File: src/rtl/clk_div_pkg.sv
// Shared constants, types and helpers for the programmable clock divider.
package clk_div_pkg;

   localparam int DIV_MIN       = 2;
   localparam int DIV_W_DEFAULT = 8;

   typedef logic [DIV_W_DEFAULT-1:0] div_t;

   function automatic int unsigned half(input int unsigned n);
      return n / 2;
   endfunction

endpackage

File: src/rtl/clk_div_prog_if.sv
// Control/status bundle of the programmable clock divider.
interface clk_div_prog_if #(parameter int DIV_W = 8);

   logic             en;
   logic [DIV_W-1:0] div_val;
   logic             div_load;
   logic             div_busy;
   logic             div_err;
   logic             po_clk;
   logic             po_pulse;
   logic [DIV_W-1:0] po_cnt;

   modport master (output en, div_val, div_load,
                   input  div_busy, div_err, po_clk, po_pulse, po_cnt);

   modport slave  (input  en, div_val, div_load,
                   output div_busy, div_err, po_clk, po_pulse, po_cnt);

endinterface

File: src/rtl/clk_div_duty_fix.sv
// Falling-edge extension of the divided clock so odd divisors get a 50% duty cycle.
module clk_div_duty_fix (
   input  logic clk,
   input  logic rst,
   input  logic rise,
   input  logic odd,
   output logic po_clk
);

   logic fall;

   always_ff @(negedge clk or negedge rst) begin
      if (!rst) fall <= 1'b0;
      else      fall <= rise;
   end

   assign po_clk = odd ? (rise | fall) : rise;

endmodule

File: src/rtl/clk_div_prog.sv
// Runtime-programmable integer clock divider; new divisors apply at period boundaries.
// Define CLK_DIV_ODD_DUTY50_EN to add the falling-edge stage for 50% duty on odd divisors.
module clk_div_prog
   import clk_div_pkg::*;
#(
   parameter int DIV_W       = DIV_W_DEFAULT,
   parameter int DIV_DEFAULT = 4
) (
   input  logic           clk,
   input  logic           rst,
   clk_div_prog_if.slave  bus
);

   logic [DIV_W-1:0] cnt, n_cur, pend_val;
   logic [DIV_W-1:0] cnt_next, n_next;
   logic             pend, err, clk_rise, pulse;
   logic             last, apply, load_ok, rise_next;

   always_comb begin
      last      = (cnt == n_cur - DIV_W'(1));
      apply     = bus.en && last && pend;
      load_ok   = bus.div_load && (bus.div_val >= DIV_W'(DIV_MIN));
      cnt_next  = last ? '0 : cnt + DIV_W'(1);
      n_next    = apply ? pend_val : n_cur;
      rise_next = (cnt_next < DIV_W'(half(32'(n_next))));
   end

   always_ff @(posedge clk or negedge rst) begin
      if (!rst) begin
         cnt      <= '0;
         n_cur    <= DIV_W'(DIV_DEFAULT);
         clk_rise <= 1'b0;
         pulse    <= 1'b0;
      end else if (bus.en) begin
         cnt      <= cnt_next;
         n_cur    <= n_next;
         clk_rise <= rise_next;
         pulse    <= (cnt_next == '0);
      end else begin
         pulse    <= 1'b0;
      end
   end

   // A load landing on a boundary edge survives the clear and waits for the next boundary.
   always_ff @(posedge clk or negedge rst) begin
      if (!rst) begin
         pend     <= 1'b0;
         pend_val <= '0;
         err      <= 1'b0;
      end else begin
         err <= bus.div_load && !load_ok;
         if (load_ok) begin
            pend     <= 1'b1;
            pend_val <= bus.div_val;
         end else if (apply) begin
            pend     <= 1'b0;
         end
      end
   end

   assign bus.div_busy = pend;
   assign bus.div_err  = err;
   assign bus.po_pulse = pulse;
   assign bus.po_cnt   = cnt;

`ifdef CLK_DIV_ODD_DUTY50_EN
   clk_div_duty_fix u_duty_fix (
      .clk    (clk),
      .rst    (rst),
      .rise   (clk_rise),
      .odd    (n_cur[0]),
      .po_clk (bus.po_clk)
   );
`else
   assign bus.po_clk = clk_rise;
`endif

endmodule

File: src/flat_wrapper.sv
// flat-port wrapper written by rule: the top's interface ports become plain ports
module clk_div_prog_flat import clk_div_pkg::*;
#(
   parameter int DIV_W       = DIV_W_DEFAULT,
   parameter int DIV_DEFAULT = 4
)
  (clk, rst, bus_en, bus_div_val, bus_div_load, bus_div_busy, bus_div_err, bus_po_clk, bus_po_pulse, bus_po_cnt);
  clk_div_prog_if #(.DIV_W(DIV_W)) bus_i ();
  input  logic clk;
  input  logic rst;
  input wire logic [$bits(bus_i.en)-1:0] bus_en;
  input wire logic [$bits(bus_i.div_val)-1:0] bus_div_val;
  input wire logic [$bits(bus_i.div_load)-1:0] bus_div_load;
  output wire logic [$bits(bus_i.div_busy)-1:0] bus_div_busy;
  output wire logic [$bits(bus_i.div_err)-1:0] bus_div_err;
  output wire logic [$bits(bus_i.po_clk)-1:0] bus_po_clk;
  output wire logic [$bits(bus_i.po_pulse)-1:0] bus_po_pulse;
  output wire logic [$bits(bus_i.po_cnt)-1:0] bus_po_cnt;
  assign bus_i.en = bus_en;
  assign bus_i.div_val = bus_div_val;
  assign bus_i.div_load = bus_div_load;
  assign bus_div_busy = bus_i.div_busy;
  assign bus_div_err = bus_i.div_err;
  assign bus_po_clk = bus_i.po_clk;
  assign bus_po_pulse = bus_i.po_pulse;
  assign bus_po_cnt = bus_i.po_cnt;
  clk_div_prog #(.DIV_W(DIV_W), .DIV_DEFAULT(DIV_DEFAULT)) u_core (.clk(clk), .rst(rst), .bus(bus_i));
endmodule
File: config.mk
export PLATFORM = sky130hd
export DESIGN_NAME = clk_div_prog_flat
export DESIGN_NICKNAME = d
export VERILOG_FILES = /design/src/rtl/clk_div_pkg.sv /design/src/rtl/clk_div_prog_if.sv /design/src/rtl/clk_div_duty_fix.sv /design/src/rtl/clk_div_prog.sv /design/src/flat_wrapper.sv
export SDC_FILE = /design/constraint.sdc
export NUM_CORES = 1
export LEC_CHECK = 0
export ABC_AREA = 1
export CAP_MARGIN = 10
export CORE_ASPECT_RATIO = 1.5
export CORE_MARGIN = 2
export CORE_UTILIZATION = 28
export DETAILED_ROUTE_END_ITERATION = 12
export GPL_TIMING_DRIVEN = 0
export PLACE_DENSITY = 0.56
export SYNTH_ARGS = -nofsm -noshare
export SYNTH_HDL_FRONTEND = slang
export SYNTH_HIERARCHICAL = 1
export SYNTH_SLANG_ARGS = --single-unit
File: constraint.sdc
create_clock -name clk -period 2.4 [get_ports clk]
set_input_delay 0.24 -clock clk [delete_from_list [all_inputs] [get_ports clk]]
set_output_delay 0.24 -clock clk [all_outputs]
set_load 0.03 [all_outputs]
# Yosys cells after proc, flatten, opt, wreduce, memory -nomap -nowiden
# Index checks and enable logic that the tools add are counted.
[word_totals]
regBits = 28
out_inout_bits = 12
[classes]
magnitude_cmp = 2
reduce_logical = 8
n_eq_ne = 1
add_sub_neg = 2
muxes = 5
[op_table]
columns = ["operator", "n"]
rows = [
  ["$mux 8", 2],
  ["$add 8x1->8 const B", 1],
  ["$eq 8x8->1", 1],
  ["$ge 8x2->1 const B", 1],
  ["$logic_not 8->1", 1],
  ["$lt 8x7->1", 1],
  ["$sub 8x1->8 const B", 1],
  ["$logic_and 1x1->1", 4],
  ["$mux 1", 3],
  ["$reduce_and 2->1", 1],
  ["$reduce_bool 2->1", 1],
  ["$logic_not 1->1", 1],
]

# Depth between registers and ports, before layout
[depth]
ltp_word = 6
depth_mapped = 23
mapped_depth_nobuf = 22

# Least setup slack after synthesis
# No wires, ideal clock.
[synth_timing]
path_kind = "register to register"
start = "register u_core.n_cur[0]"
end = "register u_core.clk_rise (netlist: u_core/bus.po_clk)"
path_stages_with_launch = 20
setup_slack_ns = -0.032
arrival_ns = 2.367
t_required_ns = 2.335
synth_period_minus_slack_ns = 2.432
setup_time_ns = 0.065
path_buffers = 1
path_cell_list = "dfrtp_1 inv_2 ha_1 nand2_1 nand2_1 nor2_1 nand2_2 nor2_4 nand2_1 nor2_1 nand4_2 buf_2 o21ai_1 inv_1 ha_1 a21oi_1 nand2_1 a21oi_1 nand2_1 nand2_1"
[synth_between]
elab_chain_cells = 6
elab_cells_between_ends = 7
classes_between = "add/sub (1); order compare (1); eq/ne (1); mux (2); reduce/logical (2)"
[synth_lines]
columns = ["element", "line", "text"]
rows = [
  ["from (decl)", "clk_div_prog.sv:14", "logic [DIV_W-1:0] cnt, n_cur, pend_val;"],
  ["from (signal assigned)", "clk_div_prog.sv:31", "n_cur <= DIV_W'(DIV_DEFAULT);"],
  ["from (signal assigned)", "clk_div_prog.sv:36", "n_cur <= n_next;"],
  ["$sub 8x1->8 *", "clk_div_prog.sv:20", "last = (cnt == n_cur - DIV_W'(1));"],
  ["$eq 8x8->1 *", "clk_div_prog.sv:20", ""],
  ["$logic_and 1x1->1 (2 in series)", "clk_div_prog.sv:21", "apply = bus.en && last && pend;"],
  ["$mux 8", "clk_div_prog.sv:24", "n_next = apply ? pend_val : n_cur;"],
  ["$lt 8x7->1 *", "clk_div_prog.sv:25", "rise_next = (cnt_next < DIV_W'(half(32'(n_next))));"],
  ["to (signal assigned)", "clk_div_prog.sv:37", "clk_rise <= rise_next;"],
  ["to (decl)", "clk_div_prog.sv:16", "logic pend, err, clk_rise, pulse;"],
]
# Mark *: on every way between the ends. The rest lies on a longest branch, timed or not.
# A chain may end at the register's enable or synchronous reset.

# Worst setup path in the final report
[layout_timing]
start = "register u_core.n_cur[1]"
end = "register u_core.clk_rise (netlist: u_core/bus.po_clk)"
[layout_between]
elab_chain_cells = 6
elab_cells_between_ends = 7
classes_between = "add/sub (1); order compare (1); eq/ne (1); mux (2); reduce/logical (2)"
[layout_lines]
columns = ["element", "line"]
rows = [
  ["$sub 8x1->8", "clk_div_prog.sv:20"],
  ["$eq 8x8->1", "clk_div_prog.sv:20"],
  ["$logic_and 1x1->1 (2 in series)", "clk_div_prog.sv:21"],
  ["$mux 8", "clk_div_prog.sv:24"],
  ["$lt 8x7->1 *", "clk_div_prog.sv:25"],
]
# Marked as above.

==> flow_summary.toml <==
[clock_network]
cts.htree.levels = 1
cts_tree = "built"
cts.reportedPaths.clkPinSlew_ps = 100
hold_buffers = 0
clock_latency_ps = 280
cts-root-buf = "clkbuf_8"
clk_path_buf_depth = 2
cts_buffers = 3
cts.sinks = 28

[sta]
tightest_slew_ps = 784
skew_ps = 1.73
min_period_ps = 2530
fmax_mhz = 396
hold_viol_final = 0
drv_slew = 0
rsz0062_at_grt = "true"
slew_headroom = 0.475
period_share = 1.05
setup_violations = 1
fin_ws_ps = -128

[placement]
hpwl_mm = 3.16
io_buffers = 22
dp.cells = 336
gp_congestion = 0.826

[grt]
top_usage_layer = "met2"
grt_pass1_wl_mm = 6.55
antenna_found_initial = 0
grt_max_degree = 16
grt_pass1_vias = 1439
grtUsageTotal = 0.127
use_met1 = 0.142
grtUsageMet3 = 0.0101
overflow = 0
met2_usage = 0.229

[worst_setup_path]
r2r_cells = 22
slowest_stage = "dfrtp_1"
worstPathMaxFanout = 7
critical_path_class = "register to register"
max_stage_delay_ps = 350
start_kind = "register"
cp_common_cell = "nand2_1"
cp.arrival_ps = 2710
endpoint_kind = "register"
worst_ep_required_time_ps = 2580
path_cells = "inv_1 -> ha_4 -> inv_2 -> nand2_1 -> nand2_1 -> nor2_2 -> nand2_2 -> nor2_4 -> nand2_2 -> nor2_4 -> nand4_4 -> buf_6 -> o21ai_4 -> inv_1 -> ha_1 -> nand2_1 -> nand2_1 -> nand2_1 -> nand2_2 -> nand2_1 -> nand2_1 -> nand2_1"

[floorplanning]
die_y_um = 100
die_width_um = 68.3
die-area_um2 = 6860
ios = 24
start_util = 0.285
std_cell_rows = 35
core_region_area_um2 = 6090

[drt]
antenna_left = 0
drt_iter0_markers = 60
first_pass_iters = 4
wl_per_cell_um = 11.5
routed_wl_mm = 3.98
viasPerCell = 4.46
num_vias = 1548
drc = 0

[hold_path]
holdPathStages = 2
hp-class = "input port to register"

[layout]
post-route-util = 0.372
final_cell_mix = "nand2_1, inv_1, dfrtp_1, nor2_1, clkdlybuf4s50_1"
fillers = 627
diodes = 0
layout.cells.most_common = "nand2_1"
nets = 294
instances_no_fill = 347
drive_above_1_share = 0.147
syn_to_final_growth_pct = 30.4

[yosys]
synth_warnings = 6
synth_cells = 239
syn-mean-instance-area_um2 = 7.26
synth_seq_cells = 28
syn_nets = 259
yosysSeqAreaShare = 0.404
netlist_area_um2 = 1740
ys_types = 26

[power]
power_density_nw_per_um2 = 767
max-vdd-ir-drop_v = 0.000308
leakage_uw = 0.00108

[run_status]
violations = "negative setup slack"
outcome = "finished with violations"

[run]
cap_violations = 0
==> cell usage after synthesis <==
cell type	number	area share
nand2_1	63	0.14
inv_1	39	0.084
nor2_1	28	0.061
dfrtp_1	27	0.39
o21ai_0	16	0.046
nand3_1	10	0.029
a21oi_1	9	0.026
ha_1	8	0.058
xor2_1	8	0.040
xnor2_1	4	0.020
inv_2	3	0.0065
nand4_1	3	0.011
buf_2	2	0.0058
clkbuf_1	2	0.0043
nand2_2	2	0.0072
nor2_2	2	0.0072
nor2_4	2	0.013
nor3_1	2	0.0058
o21ai_1	2	0.0058
clkinv_1	1	0.0022
dfstp_2	1	0.015
nand3_2	1	0.0058
nand3b_1	1	0.0043
nand4_2	1	0.0072
nor3_2	1	0.0058
nor4_1	1	0.0036
==> power breakdown <==
| group | switching (µW) | leakage [µW] | internal [µW] | total (µW) |
|---|---|---|---|---|
| sequential | 78.3 | 0.000346 | 536 | 615 |
| combinational | 500 | 0.000708 | 322 | 823 |
| clock | 151 | 0.0000288 | 147 | 299 |
==> worst max-delay path: cells and delay by family (launching register included) <==
family	cells	cell delay, ps
simple gates	15	1110
fa+ha+maj	2	530
flops	1	350
buf+inv	4	320
compound gates	1	120
==> cell type report <==
class	count	area, µm²	share of cell area
buffer	4	23.8	0.0105
clock buffer	4	55.1	0.0243
inverter	43	161	0.0713
multi-input combinational	164	930	0.411
sequential	28	702	0.310
tap	74	92.6	0.0409
timing repair buffer	30	298	0.132
==> per-layer routing <==
metal | vias to the layer above | wire length, µm | share of wire
met4 | 0 | 131 | 0.033
met3 | 11 | 121 | 0.030
li1 | 810 | - | -
met2 | 37 | 2190 | 0.55
met5 | - | 0 | 0
met1 | 690 | 1530 | 0.39
==> kinds of logic after synthesis <==
kind of cell | count (synthesis) | share of synthesized area
DFF | 28 | 0.404
AOI/OAI and AO/OA | 27 | 0.0779
and+or+nand+nor | 117 | 0.296
xor gates and xnor gates | 12 | 0.0606
adders and majority gates | 8 | 0.0577
buffers and inverters | 47 | 0.103
==> path summary, 6_finish.rpt <==
check | start | to | slack [ps]
worst max-delay path | u_core/n_cur[1]$_DFFE_PN0P_ | u_core/bus.po_clk$_DFFE_PN0P_ | -130
max in group asynchronous | rst | u_core/bus.div_busy$_DFFE_PN0P_ | 1450
worst max register to register | u_core/n_cur[1]$_DFFE_PN0P_ | u_core/bus.po_clk$_DFFE_PN0P_ | -130
worst min register to register | u_core/bus.po_clk$_DFFE_PN0P_ | u_core/bus.po_clk$_DFFE_PN0P_ | 480
min in group asynchronous | rst | u_core/bus.po_cnt[4]$_DFFE_PN0P_ | 410
worst min-delay path | bus_en | u_core/bus.po_cnt[4]$_DFFE_PN0P_ | 320
==> sequential cells by signal (all words and copies together), names as in the netlist <==
name,count
u_core/bus.div_busy,1
u_core/bus.po_pulse,1
u_core/bus.po_cnt,8
u_core/n_cur,8
u_core/bus.div_err,1
u_core/bus.po_clk,1
u_core/pend_val,8
==> per-stage QoR <==
stage | TNS [ps] | hold WS (ps) | setup slack [ps] | instance area [µm²] | total power, µW
5_1_grt | -349 | 337 | -349 | 2260 | 1900
3_5_place_dp | -388 | 464 | -388 | 2090 | 1400
4_1_cts | -204 | 313 | -204 | 2230 | 1720
3_3_place_gp | -378 | 466 | -378 | 2060 | 1380
2_1_floorplan | 0 | -55.6 | 11.3 | 1750 | 1140
6_report | -128 | 317 | -128 | 2260 | 1740
==> what timing repair did <==
| item | CTS | global route |
|---|---|---|
| pin swaps | 3 | 5 |
| gates resized for setup | 7 | 10 |
| buffers inserted | 5 | 1 |
| setup endpoints to repair | 1 | 1 |
| gates cloned | 1 | 0 |
(Power assumes the default switching activity.)
